`config.mk`:
```
export PLATFORM = sky130hd
export DESIGN_NAME = pixel_stream_engine
export DESIGN_NICKNAME = d
export VERILOG_FILES = /design/src/rtl/pixel_stream_engine.sv
export SDC_FILE = /design/constraint.sdc
export NUM_CORES = 1
export LEC_CHECK = 0
export ABC_CLOCK_PERIOD_IN_PS = 4400
export CORE_ASPECT_RATIO = 0.5
export CORE_UTILIZATION = 35
export DETAILED_ROUTE_END_ITERATION = 7
export PLACE_DENSITY = 0.58
export SYNTH_ARGS = -nofsm -noshare
export SYNTH_HDL_FRONTEND = slang
export SYNTH_SLANG_ARGS = --single-unit
```
`constraint.sdc`:
```
create_clock -name clk -period 4.4 [get_ports clk]
set_input_delay 0.88 -clock clk [delete_from_list [all_inputs] [get_ports clk]]
set_output_delay 0.88 -clock clk [all_outputs]
set_load 0.05 [all_outputs]
```
`src/rtl/pixel_stream_engine.sv`:
```
// pixel_stream_engine: start/done block processor that reads raw pixels, applies a mode-selected
// operation and writes processed pixels. Define PSE_INTERP_EN for mode-4 2x horizontal interpolation.
module pixel_stream_engine #(
    parameter int PIX_W  = 8,
    parameter int ADDR_W = 18,
    parameter int RD_LAT = 1
) (
    input  logic              clk,
    input  logic              rst,
    input  logic              start,
    input  logic [2:0]        mode,
    input  logic [ADDR_W-1:0] src_base,
    input  logic [ADDR_W-1:0] dst_base,
    input  logic [ADDR_W-1:0] pix_count,
    input  logic [PIX_W-1:0]  param,
    output logic              busy,
    output logic              done,
    output logic              src_rd_en,
    output logic [ADDR_W-1:0] src_addr,
    input  logic [PIX_W-1:0]  src_rd_data,
    output logic              dst_we,
    output logic [ADDR_W-1:0] dst_addr,
    output logic [PIX_W-1:0]  dst_wd,
    output logic [ADDR_W-1:0] progress
);

    localparam logic [PIX_W-1:0] MAX_PIX  = '1;
    localparam logic [1:0]       WAIT_END = 2'(RD_LAT - 1);

    typedef enum logic [2:0] {
        S_IDLE, S_RD, S_WAIT, S_WR, S_DONE
`ifdef PSE_INTERP_EN
        , S_WR2
`endif
    } state_t;

    state_t            state, state_n;
    logic [2:0]        mode_r;
    logic [ADDR_W-1:0] src_base_r, dst_base_r, count_r, idx;
    logic [PIX_W-1:0]  param_r, res_reg, res_next;
    logic [1:0]        wait_cnt;
    logic [PIX_W:0]    sum;
    logic              wait_last, last_src;

`ifdef PSE_INTERP_EN
    logic [PIX_W-1:0]  pix_reg, prev_reg, avg;
    logic [ADDR_W-1:0] pair_idx;
    logic              last_pair, interp;

    assign interp = (mode_r == 3'd4);
    // floor((a+b)/2) without a carry bit: halves plus the carry of the two LSBs.
    assign avg = (prev_reg >> 1) + (pix_reg >> 1) + PIX_W'(prev_reg[0] & pix_reg[0]);
`endif

    assign wait_last = (wait_cnt == WAIT_END);
    assign last_src  = (idx == count_r - 1'b1);

    always_comb begin
        sum = {1'b0, src_rd_data} + {1'b0, param_r};
        case (mode_r)
            3'd1:    res_next = MAX_PIX - src_rd_data;
            3'd2:    res_next = (src_rd_data >= param_r) ? MAX_PIX : '0;
            3'd3:    res_next = sum[PIX_W] ? MAX_PIX : sum[PIX_W-1:0];
            default: res_next = src_rd_data;
        endcase
    end

    // NOTE: sequential state uses non-blocking assignment so every flop samples pre-edge values.
    always_ff @(posedge clk) begin
        if (!rst) state <= S_IDLE;
        else      state <= state_n;
    end

    // NOTE: next state gets its default first, so no path through this block can infer a latch.
    always_comb begin
        state_n = state;
        case (state)
            S_IDLE: if (start) state_n = (pix_count == '0) ? S_DONE : S_RD;
            S_RD:   state_n = S_WAIT;
            S_WAIT: if (wait_last) begin
                state_n = S_WR;
`ifdef PSE_INTERP_EN
                // The first interpolated pixel waits for its right neighbour to be read.
                if (interp && idx == '0 && !last_src) state_n = S_RD;
`endif
            end
            S_WR: begin
                state_n = last_src ? S_DONE : S_RD;
`ifdef PSE_INTERP_EN
                if (interp) state_n = S_WR2;
`endif
            end
`ifdef PSE_INTERP_EN
            S_WR2:   state_n = last_pair ? S_DONE : (last_src ? S_WR : S_RD);
`endif
            S_DONE:  state_n = S_IDLE;
            default: state_n = S_IDLE;
        endcase
    end

    always_comb begin
        busy      = (state != S_IDLE);
        done      = (state == S_DONE);
        src_rd_en = (state == S_RD);
        src_addr  = (state == S_RD) ? src_base_r + idx : '0;
        dst_we    = (state == S_WR);
        dst_addr  = (state == S_WR) ? dst_base_r + idx : '0;
        dst_wd    = (state == S_WR) ? res_reg : '0;
`ifdef PSE_INTERP_EN
        if (interp && state == S_WR) begin
            dst_addr = dst_base_r + (pair_idx << 1);
            dst_wd   = prev_reg;
        end
        if (state == S_WR2) begin
            dst_we   = 1'b1;
            dst_addr = dst_base_r + (pair_idx << 1) + ADDR_W'(1);
            dst_wd   = avg;
        end
`endif
    end

    always_ff @(posedge clk) begin
        if (!rst) begin
            mode_r     <= '0;
            src_base_r <= '0;
            dst_base_r <= '0;
            count_r    <= '0;
            param_r    <= '0;
            idx        <= '0;
            progress   <= '0;
            wait_cnt   <= '0;
            res_reg    <= '0;
`ifdef PSE_INTERP_EN
            pix_reg    <= '0;
            prev_reg   <= '0;
            pair_idx   <= '0;
            last_pair  <= 1'b0;
`endif
        end else begin
            case (state)
                S_IDLE: if (start) begin
                    mode_r     <= mode;
                    src_base_r <= src_base;
                    dst_base_r <= dst_base;
                    count_r    <= pix_count;
                    param_r    <= param;
                    idx        <= '0;
                    progress   <= '0;
`ifdef PSE_INTERP_EN
                    pair_idx   <= '0;
                    last_pair  <= 1'b0;
`endif
                end
                S_RD: wait_cnt <= '0;
                S_WAIT: if (wait_last) begin
                    res_reg <= res_next;
`ifdef PSE_INTERP_EN
                    pix_reg <= src_rd_data;
                    if (interp && idx == '0) begin
                        prev_reg <= src_rd_data;
                        if (last_src) last_pair <= 1'b1;
                        else          idx       <= idx + 1'b1;
                    end
`endif
                end else begin
                    wait_cnt <= wait_cnt + 1'b1;
                end
                S_WR: begin
`ifdef PSE_INTERP_EN
                    if (!interp) begin
                        progress <= progress + 1'b1;
                        if (!last_src) idx <= idx + 1'b1;
                    end
`else
                    progress <= progress + 1'b1;
                    if (!last_src) idx <= idx + 1'b1;
`endif
                end
`ifdef PSE_INTERP_EN
                S_WR2: begin
                    progress <= progress + 1'b1;
                    pair_idx <= pair_idx + 1'b1;
                    if (!last_pair) begin
                        prev_reg <= pix_reg;
                        if (last_src) last_pair <= 1'b1;
                        else          idx       <= idx + 1'b1;
                    end
                end
`endif
                default: ;
            endcase
        end
    end

endmodule

```
==> summary by stage <==
Synthesis
The fraction of registers with async set/reset is 0%. The number of distinct standard cells referenced by the synthesized netlist is 68. In the post-synthesis netlist, the biggest area contributors are sky130_fd_sc_hd__dfxtp_1 29%, sky130_fd_sc_hd__ha_1 8.6%, sky130_fd_sc_hd__nand2_1 8.5%, sky130_fd_sc_hd__a21boi_0 7.1%, sky130_fd_sc_hd__nor2_1 3.6%.

The number of enable-type register cells in the synthesized netlist is 0. The number of cells produced by synthesis is 1022. Counting flops and latches in the post-synthesis netlist gives 114.

A synthesized cell averages 7.68 sq um. The area share of the largest cell type after synthesis is 29.1%. The sequential cell area fraction in the yosys report is 29.1%. The most area-hungry cell type in the Yosys netlist is sky130_fd_sc_hd__dfxtp_1. During synthesis, Yosys emitted a total of 0 warnings. When the netlist entered floorplanning its net count stood at 1155. The post-synthesis instance area is 0.00785 sq mm.

The most common flop cell mapped by yosys is sky130_fd_sc_hd__dfxtp_1.

Clocking
TritonCTS built the clock tree. The number of hold buffers added after CTS was 0. At the later pin of the worst-skew pair, clock insertion delay measures 430 ps. The number of levels the H-tree was split into is 4. The clock drives 114 sinks. TritonCTS created 17 clock buffers. CTS placed an instance of sky130_fd_sc_hd__clkbuf_16 at the clock tree root.

The deepest clock path buffer count is 2. The post-CTS clock slew at the launch and capture registers of the worst setup and hold paths is 60 ps.

Run
Max-cap violations in this run came to 0.

Route
The number of DRC violations after detailed-routing iteration 0 is 462. The number of remaining DRC errors is 0. Before antenna repair, the detailed router went through 5 iterations. Dividing the detail-routed wire length by the instance count gives 16.1 um. The count of antenna-violating nets left after detailed routing is 0. Summed over all layers, the routed wires come to 23500 um.

The detailed router placed 7686 vias in this run. The via density per instance is 5.26.

Floorplanning
The vertical extent of the die is 108 um. For this design the top-level I/O count stands at 142. Measured along the x axis, the die boundary spans 214 um. The floorplan has 38 rows. The area of the core is 0.0218 sq mm. The starting density of the core is 36.0%.

The die covers 0.0231 sq mm.

Timing
The number of hold violations in the final report is 0. Once routing completed, OpenROAD measured the worst setup slack at 112 ps. The maximum operating frequency is 0.233 GHz. Summed over all failing endpoints, the final setup total negative slack is 0 ps.

After layout, the worst path uses 97.4% of the clock period. The final count of pins violating max slew is 0. The headroom to the max-slew limit is 40.5%.

Setup repair after global routing left no endpoint under its margin. The worst-margin pin slew is 885 ps. The final setup violation count is 0.

Across all hold checks on the routed design, the worst slack comes to 464 ps. On the final layout, the worst clock skew is 9.54 ps. Counting I/O delays and the setup requirement, the final critical path takes 4290 ps.

Pwr
IR analysis of the VDD net gives a maximum drop of 0.000248 V. The leakage power summed over all cells is 4.05 nW. For this design the ratio of total power to cell area is 368 mW/mm^2.

Worst hold path
The worst hold path was traced through 2 stages. The worst hold path belongs to the class flop to flop.

Critical path
The startpoint kind of the worst setup timing path is a flop. The worst setup path is captured at an output pin. The endpoint arrival time on the critical path is 3410 ps.

The worst setup path is of the flop to output pin kind. Measured in cells, the most critical reg-to-reg path has a length of 7. The maximum fanout along the worst path is 7. At the worst endpoint, the required time is 3520 ps.

Place
The final weighted congestion of routability-driven global placement is 0.880. The detailed placement HPWL is 17100 um. Timing analysis after detailed placement gives a worst setup slack of 325 ps.

Input and output buffers added on the ports amount to 141.

Global routing
The initial antenna violation count is 0. The first-pass GRT wire length is 37000 um. The pin count of the biggest net entering global routing is 84. For this run, the total global-route usage over all layers was measured as 20.7%. The global route total overflow is 0. The via count of the first global-routing pass was 7151.

Cells and area
The library cells used most frequently in the layout, excluding fill and tap cells, are 177 x sky130_fd_sc_hd__nand2_1, 115 x sky130_fd_sc_hd__clkdlybuf4s50_1, 113 x sky130_fd_sc_hd__dfxtp_1. The final-stage net count is 1281. The count of antenna diodes in the layout is 0. Leaving out fill and tap cells, the most frequent cell in the layout is sky130_fd_sc_hd__nand2_1. Cells fill 47.4% of the core in the end.

In the final layout, the share of cells above drive strength 1 is 7.24%. The signed area change from the synthesized netlist to the final layout is 31.6%.

Run status
The flow ran to the end, and the final reports show no timing, DRC or antenna violations.
==> power by group <==
group / switching (mW) / leakage (nW) / internal, mW
clock network: 0.509 / 0.306 / 0.988
registers: 0.114 / 0.929 / 1.13
logic: 0.656 / 2.81 / 0.399
==> path summary, 6_finish.rpt <==
check | start | endpoint | slack [ps]
setup / recovery | idx[0] | src_addr[16] | 110
hold reg to reg | res_reg[1] | res_reg[1] | 460
hold / removal | res_reg[1] | res_reg[1] | 460
setup reg to reg | state[0] | idx[17] | 880
==> cell usage after synthesis, drive strengths merged, types with 8 or more instances <==
library cell and number:
a211oi 8, a21boi 74, a21o 10, a21oi 56
and2 23, and3 14, clkbuf 40, dfxtp 114
ha 54, inv 38, nand2 178, nand2b 14
nand3 26, nand4 8, nor2 77, nor2b 14
nor3 23, nor4 11, o21ai 51, o31ai 11
o41ai 9, or3 12, or4 9, xnor2 27
xor2 30
==> cells by family after synthesis <==
group	synth area share, %
XOR/XNOR	6.36
multiplexers	0.908
buffers and inverters	4.60
AND/OR/NAND/NOR	25.6
flip-flops	29.1
adder cells (fa/ha/maj)	9.37
AO/OA/AOI/OAI	24.1
==> layer usage <==
| metal | up-vias | wire length [um] | global-route usage (%) |
|---|---|---|---|
| met5 | - | 0 | 0 |
| met4 | 0 | 337 | 6.68 |
| met3 | 26 | 991 | 3.70 |
| met2 | 162 | 10600 | 32.5 |
| met1 | 3619 | 11600 | 28.7 |
| li1 | 3879 | - | - |
==> layout make-up <==
class / instances / area (sq um)
Tap cell: 300 / 375
Clock inverter: 10 / 155
Multi-Input combinational cell: 823 / 5260
Inverter: 38 / 143
Sequential cell: 114 / 2280
Fill cell: 2162 / 11500
Timing Repair Buffer: 154 / 1650
Clock buffer: 22 / 474
==> through the flow <==
step	total power [mW]	instance area [sq um]	cells
finish	3.80	10300	1461
global route	4.01	10300	1461
CTS	3.83	10300	1460
detailed placement	2.32	9650	1427
global placement	2.30	9650	1427
floorplan	1.97	7860	1022
==> critical path, cell delays in order (launching register included) <==
cell                       delay [ps]
sky130_fd_sc_hd__dfxtp_1          390
sky130_fd_sc_hd__ha_1             250
sky130_fd_sc_hd__fa_1             410
sky130_fd_sc_hd__a21o_1           190
sky130_fd_sc_hd__a21oi_2          200
sky130_fd_sc_hd__o21ai_0          130
sky130_fd_sc_hd__a31oi_2          310
sky130_fd_sc_hd__o311ai_2         200
sky130_fd_sc_hd__nor4_1           350
sky130_fd_sc_hd__o311ai_0         240
sky130_fd_sc_hd__o41ai_2          120
sky130_fd_sc_hd__buf_12           190
==> what timing repair did <==
item                       4_1_cts  5_1_grt
setup endpoints to repair        3       13
pin swaps                        2        2
gates resized for setup          4        7
setup buffers                    1        1
(Power assumes the default switching activity.)
